### src/rtl/mips_boot_dbg_ctrl.sv
// Boot/run/dump sequencer for the mips core: loads a program into instruction memory, releases
// the core until it halts or times out, then streams the first DUMP_REGS registers to the host.
module mips_boot_dbg_ctrl #(
    parameter int DW         = 32,
    parameter int PROG_DEPTH = 1024,
    parameter int DUMP_REGS  = 8,
    parameter int REG_AW     = 5,
    parameter int TIMEOUT    = 1000,
    parameter int CW         = 32,
    localparam int AW        = (PROG_DEPTH > 1) ? $clog2(PROG_DEPTH) : 1
) (
    input  logic              clk,
    input  logic              rst_n,
    input  logic              start,
    input  logic              prog_valid,
    output logic              prog_ready,
    input  logic [DW-1:0]     prog_data,
    input  logic              prog_last,
    output logic              mem_we,
    output logic [AW-1:0]     mem_addr,
    output logic [DW-1:0]     mem_wdata,
    output logic              cpu_clear,
    output logic              cpu_run,
    input  logic              cpu_halted,
    output logic [REG_AW-1:0] reg_rd_addr,
    input  logic [DW-1:0]     reg_rd_data,
    output logic              dump_valid,
    input  logic              dump_ready,
    output logic [DW-1:0]     dump_data,
    output logic [REG_AW-1:0] dump_idx,
    output logic [CW-1:0]     cycle_count,
    output logic              timed_out,
    output logic              done
);

    typedef enum logic [2:0] {
        ST_IDLE  = 3'd0,
        ST_LOAD  = 3'd1,
        ST_CLEAR = 3'd2,
        ST_RUN   = 3'd3,
        ST_DUMP  = 3'd4,
        ST_DONE  = 3'd5
    } state_t;

    state_t            state_r;
    logic [AW-1:0]     load_ptr_r;
    logic [REG_AW-1:0] dump_idx_r;
    logic [CW-1:0]     cycle_count_r;
    logic              timed_out_r;
    logic              prog_ready_r;
    logic              cpu_clear_r;
    logic              cpu_run_r;
    logic              dump_valid_r;
    logic              done_r;

    logic              prog_hs_s;
    logic              dump_hs_s;
    logic              load_end_s;
    logic              start_ok_s;
    logic [CW-1:0]     count_inc_s;

    // Handshake qualifiers and the next-count value shared by the sequencer.
    always_comb begin
        prog_hs_s   = prog_valid & prog_ready_r;
        dump_hs_s   = dump_valid_r & dump_ready;
        load_end_s  = prog_last | (load_ptr_r == AW'(PROG_DEPTH - 1));
        start_ok_s  = start & ((state_r == ST_IDLE) | (state_r == ST_DONE));
        count_inc_s = cycle_count_r + CW'(1);
    end

    // Memory write port follows the load handshake in the same cycle; dump data is a pass-through
    // of the frozen regfile, zeroed whenever no dump beat is offered.
    always_comb begin
        prog_ready  = prog_ready_r;
        mem_we      = prog_hs_s;
        mem_addr    = prog_ready_r ? load_ptr_r : {AW{1'b0}};
        mem_wdata   = prog_hs_s ? prog_data : {DW{1'b0}};
        cpu_clear   = cpu_clear_r;
        cpu_run     = cpu_run_r;
        reg_rd_addr = dump_idx_r;
        dump_valid  = dump_valid_r;
        dump_data   = dump_valid_r ? reg_rd_data : {DW{1'b0}};
        dump_idx    = dump_idx_r;
        cycle_count = cycle_count_r;
        timed_out   = timed_out_r;
        done        = done_r;
    end

    // Sequencer state and all registered control outputs.
    always_ff @(posedge clk or negedge rst_n) begin
        if (!rst_n) begin
            state_r       <= ST_IDLE;
            load_ptr_r    <= {AW{1'b0}};
            dump_idx_r    <= {REG_AW{1'b0}};
            cycle_count_r <= {CW{1'b0}};
            timed_out_r   <= 1'b0;
            prog_ready_r  <= 1'b0;
            cpu_clear_r   <= 1'b0;
            cpu_run_r     <= 1'b0;
            dump_valid_r  <= 1'b0;
            done_r        <= 1'b0;
        end else if (start_ok_s) begin
            state_r       <= ST_LOAD;
            load_ptr_r    <= {AW{1'b0}};
            dump_idx_r    <= {REG_AW{1'b0}};
            cycle_count_r <= {CW{1'b0}};
            timed_out_r   <= 1'b0;
            prog_ready_r  <= 1'b1;
            done_r        <= 1'b0;
        end else begin
            case (state_r)
                ST_IDLE: begin
                    prog_ready_r <= 1'b0;
                end
                ST_LOAD: begin
                    if (prog_hs_s) begin
                        load_ptr_r <= load_ptr_r + AW'(1);
                        // Last word or a full memory both end the load; later words are refused.
                        if (load_end_s) begin
                            state_r       <= ST_CLEAR;
                            prog_ready_r  <= 1'b0;
                            cpu_clear_r   <= 1'b1;
                            cycle_count_r <= {CW{1'b0}};
                        end
                    end
                end
                ST_CLEAR: begin
                    cpu_clear_r <= 1'b0;
                    cpu_run_r   <= 1'b1;
                    state_r     <= ST_RUN;
                end
                ST_RUN: begin
                    // A halt seen in the cycle that would hit TIMEOUT takes priority over the timeout.
                    if (cpu_halted) begin
                        cpu_run_r    <= 1'b0;
                        dump_valid_r <= 1'b1;
                        timed_out_r  <= 1'b0;
                        state_r      <= ST_DUMP;
                    end else begin
                        cycle_count_r <= count_inc_s;
                        if (count_inc_s == CW'(TIMEOUT)) begin
                            cpu_run_r    <= 1'b0;
                            dump_valid_r <= 1'b1;
                            timed_out_r  <= 1'b1;
                            state_r      <= ST_DUMP;
                        end
                    end
                end
                ST_DUMP: begin
                    if (dump_hs_s) begin
                        if (dump_idx_r == REG_AW'(DUMP_REGS - 1)) begin
                            dump_valid_r <= 1'b0;
                            done_r       <= 1'b1;
                            state_r      <= ST_DONE;
                        end else begin
                            dump_idx_r <= dump_idx_r + REG_AW'(1);
                        end
                    end
                end
                ST_DONE: begin
                    done_r <= 1'b1;
                end
                default: begin
                    state_r      <= ST_IDLE;
                    prog_ready_r <= 1'b0;
                    cpu_clear_r  <= 1'b0;
                    cpu_run_r    <= 1'b0;
                    dump_valid_r <= 1'b0;
                    done_r       <= 1'b0;
                end
            endcase
        end
    end

endmodule
### config.mk
export PLATFORM = sky130hd
export DESIGN_NAME = mips_boot_dbg_ctrl
export DESIGN_NICKNAME = d
export VERILOG_FILES = /design/src/rtl/mips_boot_dbg_ctrl.sv
export SDC_FILE = /design/constraint.sdc
export NUM_CORES = 1
export LEC_CHECK = 0
export BUFFER_PORTS_ARGS = -buffer_cell sky130_fd_sc_hd__buf_2
export CAP_MARGIN = 20
export CORE_MARGIN = 3
export CORE_UTILIZATION = 40
export DETAILED_ROUTE_END_ITERATION = 16
export PLACE_DENSITY_LB_ADDON = 0.1
export SLEW_MARGIN = 25
export SYNTH_ARGS = -nofsm -noshare
export SYNTH_HDL_FRONTEND = slang
export SYNTH_SLANG_ARGS = --single-unit
### constraint.sdc
create_clock -name clk -period 6.2 [get_ports clk]
set_input_delay 1.24 -clock clk [delete_from_list [all_inputs] [get_ports clk]]
set_output_delay 1.24 -clock clk [all_outputs]
set_load 0.1 [all_outputs]
# Word level (Yosys, flattened, before mapping)

Cells that the tools add are included.

Add/subtract/negate cells: 3
Eq/ne operators: 23
Muxes and demuxes: 45
Bitwise gates (word level): 9
Reduce and logical (&&, ||, !) cells: 24

Operator list:

| cell                                                  | number |
|---|---|
| 2-to-1 mux 32 bit                                     | 6 |
| case mux 32 bit (2 select lines)                      | 1 |
| 2-to-1 mux 10 bit                                     | 4 |
| adder 32 x 1 -> 32 bit, second input constant         | 1 |
| equality test 32 x 10 -> 1 bit, second input constant | 1 |
| 2-to-1 mux 3 bit                                      | 7 |
| 2-to-1 mux 5 bit                                      | 4 |
| OR reduction 4 bit                                    | 5 |
| inequality test 3 bit, second input constant          | 6 |
| 2-to-1 mux 1 bit                                      | 17 |
| case mux 3 bit (5 select lines)                       | 1 |
| AND reduction 3 bit                                   | 4 |
| adder 10 x 1 -> 10 bit, second input constant         | 1 |
| equality test 10 bit, second input constant           | 1 |
| inequality test 2 bit, second input constant          | 5 |
| nonzero test 2 bit                                    | 5 |
| case mux 1 bit (3 select lines)                       | 3 |
| AND reduction 4 bit                                   | 2 |
| equality test 3 x 2 -> 1 bit, second input constant   | 2 |
| equality test 3 bit, second input constant            | 2 |
| inequality test 2 x 1 -> 1 bit, second input constant | 3 |
| AND reduction 6 bit                                   | 1 |
| nonzero test 3 bit                                    | 2 |
| adder 5 x 1 -> 5 bit, second input constant           | 1 |
| 11 further kinds                                      | 19 |

Register bits: 56
Input bits: 71
Output and inout bits: 123
Logic and storage cells: 114

# Longest topological paths before layout

Gate-level depths: netlist of the first run.

Depth in word-level cells: 6
Depth in mapped cells: 10
Depth with buffers taken out: 8

# Worst setup path after synthesis of the first run

OpenSTA, ideal clock, no wires.

Kind: input -> output
From: input port prog_valid
To: output port mem_wdata[10]
Arrival: 2.228 ns
Required time: 4.960 ns
Slack: 2.732 ns
Stages: 2
Path buffers: 1
Cell sequence: clkbuf_1 > and3_1

Longest elaborated chain between the ends: 2

Ends and longest elaborated chain:

| what              | line | RTL |
|---|---|---|
| from (decl)       | 15   | `input logic prog_valid,` |
| bitwise AND 1 bit | 64   | `prog_hs_s = prog_valid & prog_ready_r;` |
| 2-to-1 mux 32 bit | 77   | `mem_wdata = prog_hs_s ? prog_data : {DW{1'b0}};` |
| to (decl)         | 21   | `output logic [DW-1:0] mem_wdata,` |

No other way between the ends.

# Worst setup path in the final report of the first run

From: input port prog_valid
To: output port mem_we

Longest elaborated chain between the ends: 1

Ends and longest elaborated chain:

| what              | line | RTL |
|---|---|---|
| bitwise AND 1 bit | 64   |  |
| to (decl)         | 19   | `output logic mem_we,` |

No other way between the ends.

==> results of run 1 <==
[routing by layer]
layer | part of all wire, % | global-route usage [%]
met3 | 4.7 | 2.93
met1 | 46 | 29.9
met5 | 0 | 0
met2 | 49 | 34.0
met4 | 0.99 | 3.70
[through the flow]
step | hold slack (ns) | area (um2) | util [%] | power [uW] | setup WS [ns]
6_report | 0.553 | 5240 | 52.6 | 1920 | 2.65
5_1_grt | 0.564 | 5240 | 52.6 | 2000 | 2.52
4_1_cts | 0.551 | 5240 | 52.6 | 1930 | 2.64
3_5_place_dp | 0.530 | 5140 | 51.6 | 1700 | 2.64
3_3_place_gp | 0.524 | 5140 | 51.6 | 1690 | 2.71
2_1_floorplan | 0.527 | 4180 | - | 1500 | 2.73
[final cells by class]
class	instances	area, um2
Fill cell	998	4720
Multi-Input combinational cell	419	2520
Tap cell	133	166
Sequential cell	56	1400
Timing Repair Buffer	198	1000
Clock inverter	3	27.5
Inverter	12	45.0
Clock buffer	5	68.8
[Yosys cell counts, types with 4 or more instances]
library cell / number
ha_1: 4
xnor2_1: 6
and2_1: 46
o41ai_1: 4
nand3_1: 22
a21oi_1: 34
and4_1: 7
nor4_1: 7
o22ai_1: 4
buf_4: 7
clkbuf_1: 35
nor2_1: 40
xor2_1: 11
dfrtp_1: 56
buf_2: 6
nand2_1: 39
inv_1: 12
a21o_1: 4
a31oi_1: 12
nand2b_1: 4
nor3_1: 18
o21ai_0: 53
and3_1: 43
o31ai_1: 7
nand4_1: 11
[worst register-to-register path, cell delays in order, from the launching register on]
cell and delay [ns]:
dfrtp_1 0.55, nand3_1 0.46, nor4_1 0.81, nand4_1 0.30
or2_2 0.36, a2bb2oi_1 0.21, and4_1 0.42, a2bb2oi_2 0.17
[sequential cells by signal, indices dropped and copies added, names as in the netlist, 3 cells and up]
| name | count |
|---|---|
| load_ptr_r | 10 |
| dump_idx | 5 |
| cycle_count | 32 |
| state_r | 3 |
[power by group through the flow]
stage / clock network [uW] / registers [uW] / logic (uW)
2_1_floorplan: 0 / 579 / 918
3_3_place_gp: 0 / 497 / 1190
3_5_place_dp: 0 / 503 / 1200
4_1_cts: 232 / 495 / 1200
5_1_grt: 241 / 514 / 1250
6_report: 222 / 498 / 1200
[worst paths after layout]
path	start	to	cells after the start
min in group asynchronous	rst_n	load_ptr_r[9]$_DFFE_PN0P_	2
max in group asynchronous	rst_n	prog_ready$_DFFE_PN0P_	2
hold reg to reg	cpu_clear$_DFFE_PN0P_	cpu_clear$_DFFE_PN0P_	2
setup reg to reg	cycle_count[2]$_DFFE_PN0P_	dump_valid$_DFFE_PN0P_	7
hold / removal	cpu_clear$_DFFE_PN0P_	cpu_clear$_DFFE_PN0P_	2
setup / recovery	prog_valid	mem_we	4
[kinds of logic (layout without fill, tap and decap cells)]
family,after synthesis,in the layout,synth area share [%]
buf+inv,61,218,6.29
flops,56,56,33.5
mux,3,3,0.779
xor+xnor,17,17,3.56
simple gates,258,258,35.1
compound gates,137,137,19.6
fa+ha+maj,4,4,1.20
==> results.md, run 1 <==
| Item | This run | Unit |
|---|---|---|
| Worst hold path type | reg -> reg | - |
| N_diodes | 0 | - |
| RePlAce Congestion | 0.858 | - |
| Placeable Area | 9950 | um2 |
| Critical Path, Cell by Cell | buf_2 -> nand2_1 -> inv_1 -> buf_2 | - |
| Total power per unit cell area | 366 | nW/um2 |
| Remaining Overflow, GRT | 0 | - |
| Clk sink count | 56 | - |
| Number of CTS-inserted buffers | 5 | - |
| Highest ir drop seen on vdd | 283 | uV |
| Fraction of synthesis flops using an asynchronous set or reset pin | 100 | % |
| Synth Area per Inst | 7.79 | um2 |
| Finish-stage setup viols | 0 | - |
| Count of flip-flops with a built-in enable after synthesis | 0 | - |
| Flops & latches, synth | 56 | - |
| Sequential share of power | 26.0 | % |
| Post-Place Cells | 818 | - |
| Biggest area consumer among synthesized cells | dfrtp_1 | - |
| Setup slack, reg-to-reg | 2.88 | ns |
| Ports placed on the boundary | 194 | - |
| Post-synth cell types | 55 | - |
| Worst skew pair latency | 0.32 | ns |
| Worst slew pin tran | 0.996 | ns |
| CP max FO | 33 | - |
| Seq/Total Area, Yosys | 33.5 | % |
| Area growth from synthesis to layout | 25.4 | % |
| Status | finished clean | - |
| Resized Gates After CTS | 0 | - |
| Commonest cells after routing, fill and taps aside | 193 x buf_2, 55 x dfrtp_1, 53 x o21ai_0 | - |
| Unrepaired setup endpoints after global routing | no | - |
| Leakage | 0.00279 | uW |
| GRT Util Overall | 20.9 | % |
| Post-synth top flop | dfrtp_1 | - |
| Worst-case clock skew | 0.00920 | ns |
| Register clock-pin slew on the reported worst setup and hold paths | 0.11 | ns |
| CP dominant cell by count | buf_2 | - |
| Starting utilization of the core area | 42.0 | % |
| Maximum single-stage delay on the critical path | 0.43 | ns |
| Synth warnings | 0 | - |
| Dominant cells by area after synthesis | dfrtp_1 34%, and2_1 6.9%, and3_1 6.4%, o21ai_0 6.3%, a21oi_1 4.1% | - |
| Critical path launch point type | input pin | - |
| DIE AREA | 11700 | um2 |
| Most common library cell in the layout ignoring fill and taps | buf_2 | - |
| Category of the most critical setup path | in -> out | - |
| Routed length per instance | 15.3 | um |
| NetSw | 1230 | uW |
| Cell area after technology mapping | 4180 | um2 |
| Post-route antenna net violation count | 0 | - |
| PortBufs | 193 | - |
| Switching share of power | 64.1 | % |
| Root cell of the clock tree | clkbuf_8 | - |
| Cell count after synthesis | 536 | - |
| Mapped Nets | 611 | - |
| Max transition margin | 33.1 | % |
| Routed via count | 4530 | - |
| Share of final-layout standard cells stronger than drive strength 1 | 32.5 | % |
| Crit-path leading delay family | buffers and inverters | - |
| Post-layout minimum cycle time | 3.55 | ns |
| DRC errors left | 0 | - |
| Final Max Slew Viols | 0 | - |
| Portion of total power attributed to combinational logic | 62.4 | % |
| Number of nets in the layout | 767 | - |
| First-pass GRT wire length | 20300 | um |
| Max-cap viol count | 0 | - |
| Width of the die | 108 | um |
| # H-tree levels | 2 | - |
| Period Utilization, post-route | 57.3 | % |
| Number of setup buffers added after CTS | 0 | - |
| Worst Path Arrival | 2.31 | ns |
| Post-detailed-routing wire length | 12600 | um |
| Non-filler cells in the finished layout | 826 | - |
| Achievable clock frequency | 0.282 | GHz |
| Vert. Die Dim | 108 | um |
| Cell with the biggest individual delay on the critical path | buf_2 | - |
| Fin. Hold Viols | 0 | - |
| Cell-internal power | 688 | uW |
| Setup TNS Final | 0 | ns |
| Top-area cell type share of the netlist area | 33.5 | % |
| Initial detailed-routing violation count | 259 | - |
| Data required time of the worst path | 4.96 | ns |
| CTS Buffer Depth | 2 | - |
| Detailed-route vias per instance | 5.48 | - |
| Via count of the first global-routing pass | 4013 | - |
| Largest net degree at the start of global routing | 57 | - |
| Detailed-router iteration count before antenna repair | 5 | - |
| Half-perimeter wire length of the detailed placement result | 9170 | um |
| Row count | 36 | - |
| CTS tree | built | - |
| CTS Hold Buffers Added | 0 | - |
| Share of power burned in the clock network | 11.6 | % |
| Critical path endpoint category | output port | - |
| Bufs and invs on worst path | 3 | - |
| Initial antenna violation count | 0 | - |
(Power assumes the default switching activity.)
==> run 2, diff against run 1 <==
==> constraint.sdc (replaced) <==
create_clock -name clk -period 3.5 [get_ports clk]
set_input_delay 0.7 -clock clk [delete_from_list [all_inputs] [get_ports clk]]
set_output_delay 0.7 -clock clk [all_outputs]
set_load 0.1 [all_outputs]
==> run 2 against run 1 <==
Net effect:
- die area unchanged
- clock skew down 0.0050 ns
- critical path type is now reg -> reg
- worst setup slack worse by 2.1 ns
==> results.md, run 2 (same netlist as run 1, synthesis figures left out) <==
| Item | This run | Unit | Delta |
|---|---|---|---|
| Routed via count | 4510 | - | was 4530 |
| PortBufs | 193 | - | unchanged |
| NetSw | 2160 | uW | was 1230 uW |
| Resized Gates After CTS | 0 | - | unchanged |
| Critical path endpoint category | flip-flop | - | was output port |
| Worst hold path type | in -> async | - | was reg -> reg |
| Final Max Slew Viols | 0 | - | unchanged |
| DRC errors left | 0 | - | unchanged |
| Category of the most critical setup path | reg -> reg | - | was in -> out |
| Critical path launch point type | flip-flop | - | was input pin |
| Highest ir drop seen on vdd | 656 | uV | was 283 uV |
| Worst-case clock skew | 0.00417 | ns | was 0.00920 ns |
| Worst Path Arrival | 3.12 | ns | was 2.31 ns |
| Number of nets in the layout | 773 | - | was 767 |
| Cell with the biggest individual delay on the critical path | nor4_1 | - | was buf_2 |
| Count of filler cells inserted in the layout | 965 | - | was 998 |
| CP dominant cell by count | nor4_1 | - | was buf_2 |
| Starting utilization of the core area | 42.0 | % | unchanged |
| Max transition margin | 45.7 | % | was 33.1% |
| N_diodes | 0 | - | unchanged |
| Number of CTS-inserted buffers | 5 | - | unchanged |
| Max-cap viol count | 0 | - | unchanged |
| Sequential share of power | 24.2 | % | was 26.0% |
| Routed length per instance | 15.5 | um | was 15.3 um |
| CTS Hold Buffers Added | 0 | - | unchanged |
| Unrepaired setup endpoints after global routing | no | - | unchanged |
| Detailed-router iteration count before antenna repair | 4 | - | was 5 |
| Minimum setup slack in the final design | 0.578 | ns | was 2.65 ns |
| Data required time of the worst path | 3.70 | ns | was 4.96 ns |
| Post-detailed-routing wire length | 12900 | um | was 12600 um |
| Most common library cell in the layout ignoring fill and taps | buf_2 | - | unchanged |
| Share of power burned in the clock network | 12.8 | % | was 11.6% |
| Row count | 36 | - | unchanged |
| RePlAce Congestion | 0.917 | - | was 0.858 |
| Reg2Reg Launch Point | cycle_count[3]$_DFFE_PN0P_ | - | was cycle_count[2]$_DFFE_PN0P_ |
| Maximum single-stage delay on the critical path | 0.66 | ns | was 0.43 ns |
| Worst slack at placement | 0.633 | ns | was 2.64 ns |
| Hold slack final | 0.298 | ns | was 0.553 ns |
| Finish-stage setup viols | 0 | - | unchanged |
| Area growth from synthesis to layout | 26.7 | % | was 25.4% |
| GRT Util Overall | 21.2 | % | was 20.9% |
| Switching share of power | 62.6 | % | was 64.1% |
| Period Utilization, post-route | 83.5 | % |  |
| CTS tree | built | - | unchanged |
| Largest net degree at the start of global routing | 46 | - | was 57 |
| Placeable Area | 9950 | um2 | unchanged |
| Start point of the critical path | cycle_count[3]$_DFFE_PN0P_ | - | was prog_valid |
| DIE AREA | 11700 | um2 | unchanged |
| Critical Path, Cell by Cell | nand4_4 -> nor4_1 -> nand4_1 -> xnor2_1 -> nor4_1 -> and4_1 -> o21ai_0 | - | was buf_2 -> nand2_1 -> inv_1 -> buf_2 |
| # H-tree levels | 2 | - | unchanged |
| Flip-flop count of the largest register, all copies and words added | 32 | - | unchanged |
| CP max FO | 16 | - | was 33 |
| CTS Buffer Depth | 2 | - | unchanged |
| Via count of the first global-routing pass | 4021 | - | was 4013 |
| Cell-internal power | 1290 | uW | was 688 uW |
| Clk sink count | 56 | - | unchanged |
| Half-perimeter wire length of the detailed placement result | 9590 | um | was 9170 um |
| Number of setup buffers added after CTS | 0 | - | unchanged |
| Initial detailed-routing violation count | 279 | - | was 259 |
| PnR Total Power | 3450 | uW | was 1920 uW |
| Worst slew pin tran | 0.814 | ns | was 0.996 ns |
| Post-route antenna net violation count | 0 | - | unchanged |
| Portion of total power attributed to combinational logic | 63.1 | % | was 62.4% |
| Width of the die | 108 | um | unchanged |
| Total power per unit cell area | 652 | nW/um2 | was 366 nW/um2 |
| Vert. Die Dim | 108 | um | unchanged |
| Detailed-route vias per instance | 5.42 | - | was 5.48 |
| Fin. Hold Viols | 0 | - | unchanged |
| Setup TNS Final | 0 | ns | unchanged |
| Remaining Overflow, GRT | 0 | - | unchanged |
| Achievable clock frequency | 0.342 | GHz |  |
| Leakage | 0.00283 | uW | was 0.00279 uW |
| Root cell of the clock tree | clkbuf_8 | - | unchanged |
| First-pass GRT wire length | 20300 | um | about the same |
| Share of final-layout standard cells stronger than drive strength 1 | 32.8 | % | was 32.5% |
| Worst skew pair latency | 0.32 | ns | about the same |
| Status | finished clean | - | unchanged |
| Register clock-pin slew on the reported worst setup and hold paths | 0.10 | ns | was 0.11 ns |
| Post-layout minimum cycle time | 2.92 | ns |  |
| Commonest cells after routing, fill and taps aside | 193 x buf_2, 56 x dfrtp_1, 53 x o21ai_0 | - | was 193 x buf_2, 55 x dfrtp_1, 53 x o21ai_0 |
| Ports placed on the boundary | 194 | - | unchanged |
| Initial antenna violation count | 0 | - | unchanged |
==> run 2: cell types whose count changed in the layout (fill, tap and decap cells not counted), sizes merged <==
cell	before	now
inv	13	12
clkinvlp	1	0
clkbuf	5	6
bufinv	0	1
buf	198	204
==> run 2: metrics by stage <==
stage	instances	cell area [um2]	utilization (%)
after floorplan	536	4180	-
after global placement	824	5180	52.1
after detailed placement	824	5180	52.1
after CTS	832	5290	53.2
after global routing	832	5290	53.2
final	832	5290	53.2
==> run 2: worst paths after layout <==
check                      slack [ns]                           to  cells past startpoint
setup reg to reg                 0.58       state_r[0]$_DFFE_PN0P_                      7
setup / recovery                 0.58       state_r[0]$_DFFE_PN0P_                      7
hold reg to reg                  0.57  cycle_count[31]$_DFFE_PN0P_                      1
max in group asynchronous        2.56  cycle_count[19]$_DFFE_PN0P_                      2
min in group clk                 0.57  cycle_count[31]$_DFFE_PN0P_                      1
hold / removal                   0.30    load_ptr_r[8]$_DFFE_PN0P_                      1
==> run 2: area by class of cell <==
cell class,instances,area (um2),area share [%]
Clock buffer,6,72.6,1.37
Clock inverter,2,35.0,0.662
Inverter,12,45.0,0.851
Multi-Input combinational cell,419,2520,47.7
Sequential cell,56,1400,26.5
Tap cell,133,166,3.14
Timing Repair Buffer,204,1050,19.8
==> run 2: routing by layer <==
layer | wire [um] | track usage, % | share of wire (%)
met5 | 0 | 0 | 0
met4 | 116 | 4.69 | 0.90
met3 | 523 | 2.51 | 4.1
met2 | 6450 | 36.0 | 50
met1 | 5810 | 28.9 | 45
==> run 2: critical path, delay by kind of cell, from the launching register on <==
family           cells  cell delay (ns)
AO/OA/AOI/OAI        1             0.11
XOR/XNOR             1             0.18
flip-flops           1             0.57
AND/OR/NAND/NOR      5             1.93
==> run 2: power groups by stage <==
stage,clock network [uW],registers [uW],logic (uW)
global placement,0,837,2170
finish,441,835,2180
CTS,452,831,2190
floorplan,0,1030,1630
detailed placement,0,844,2180
global route,475,854,2280
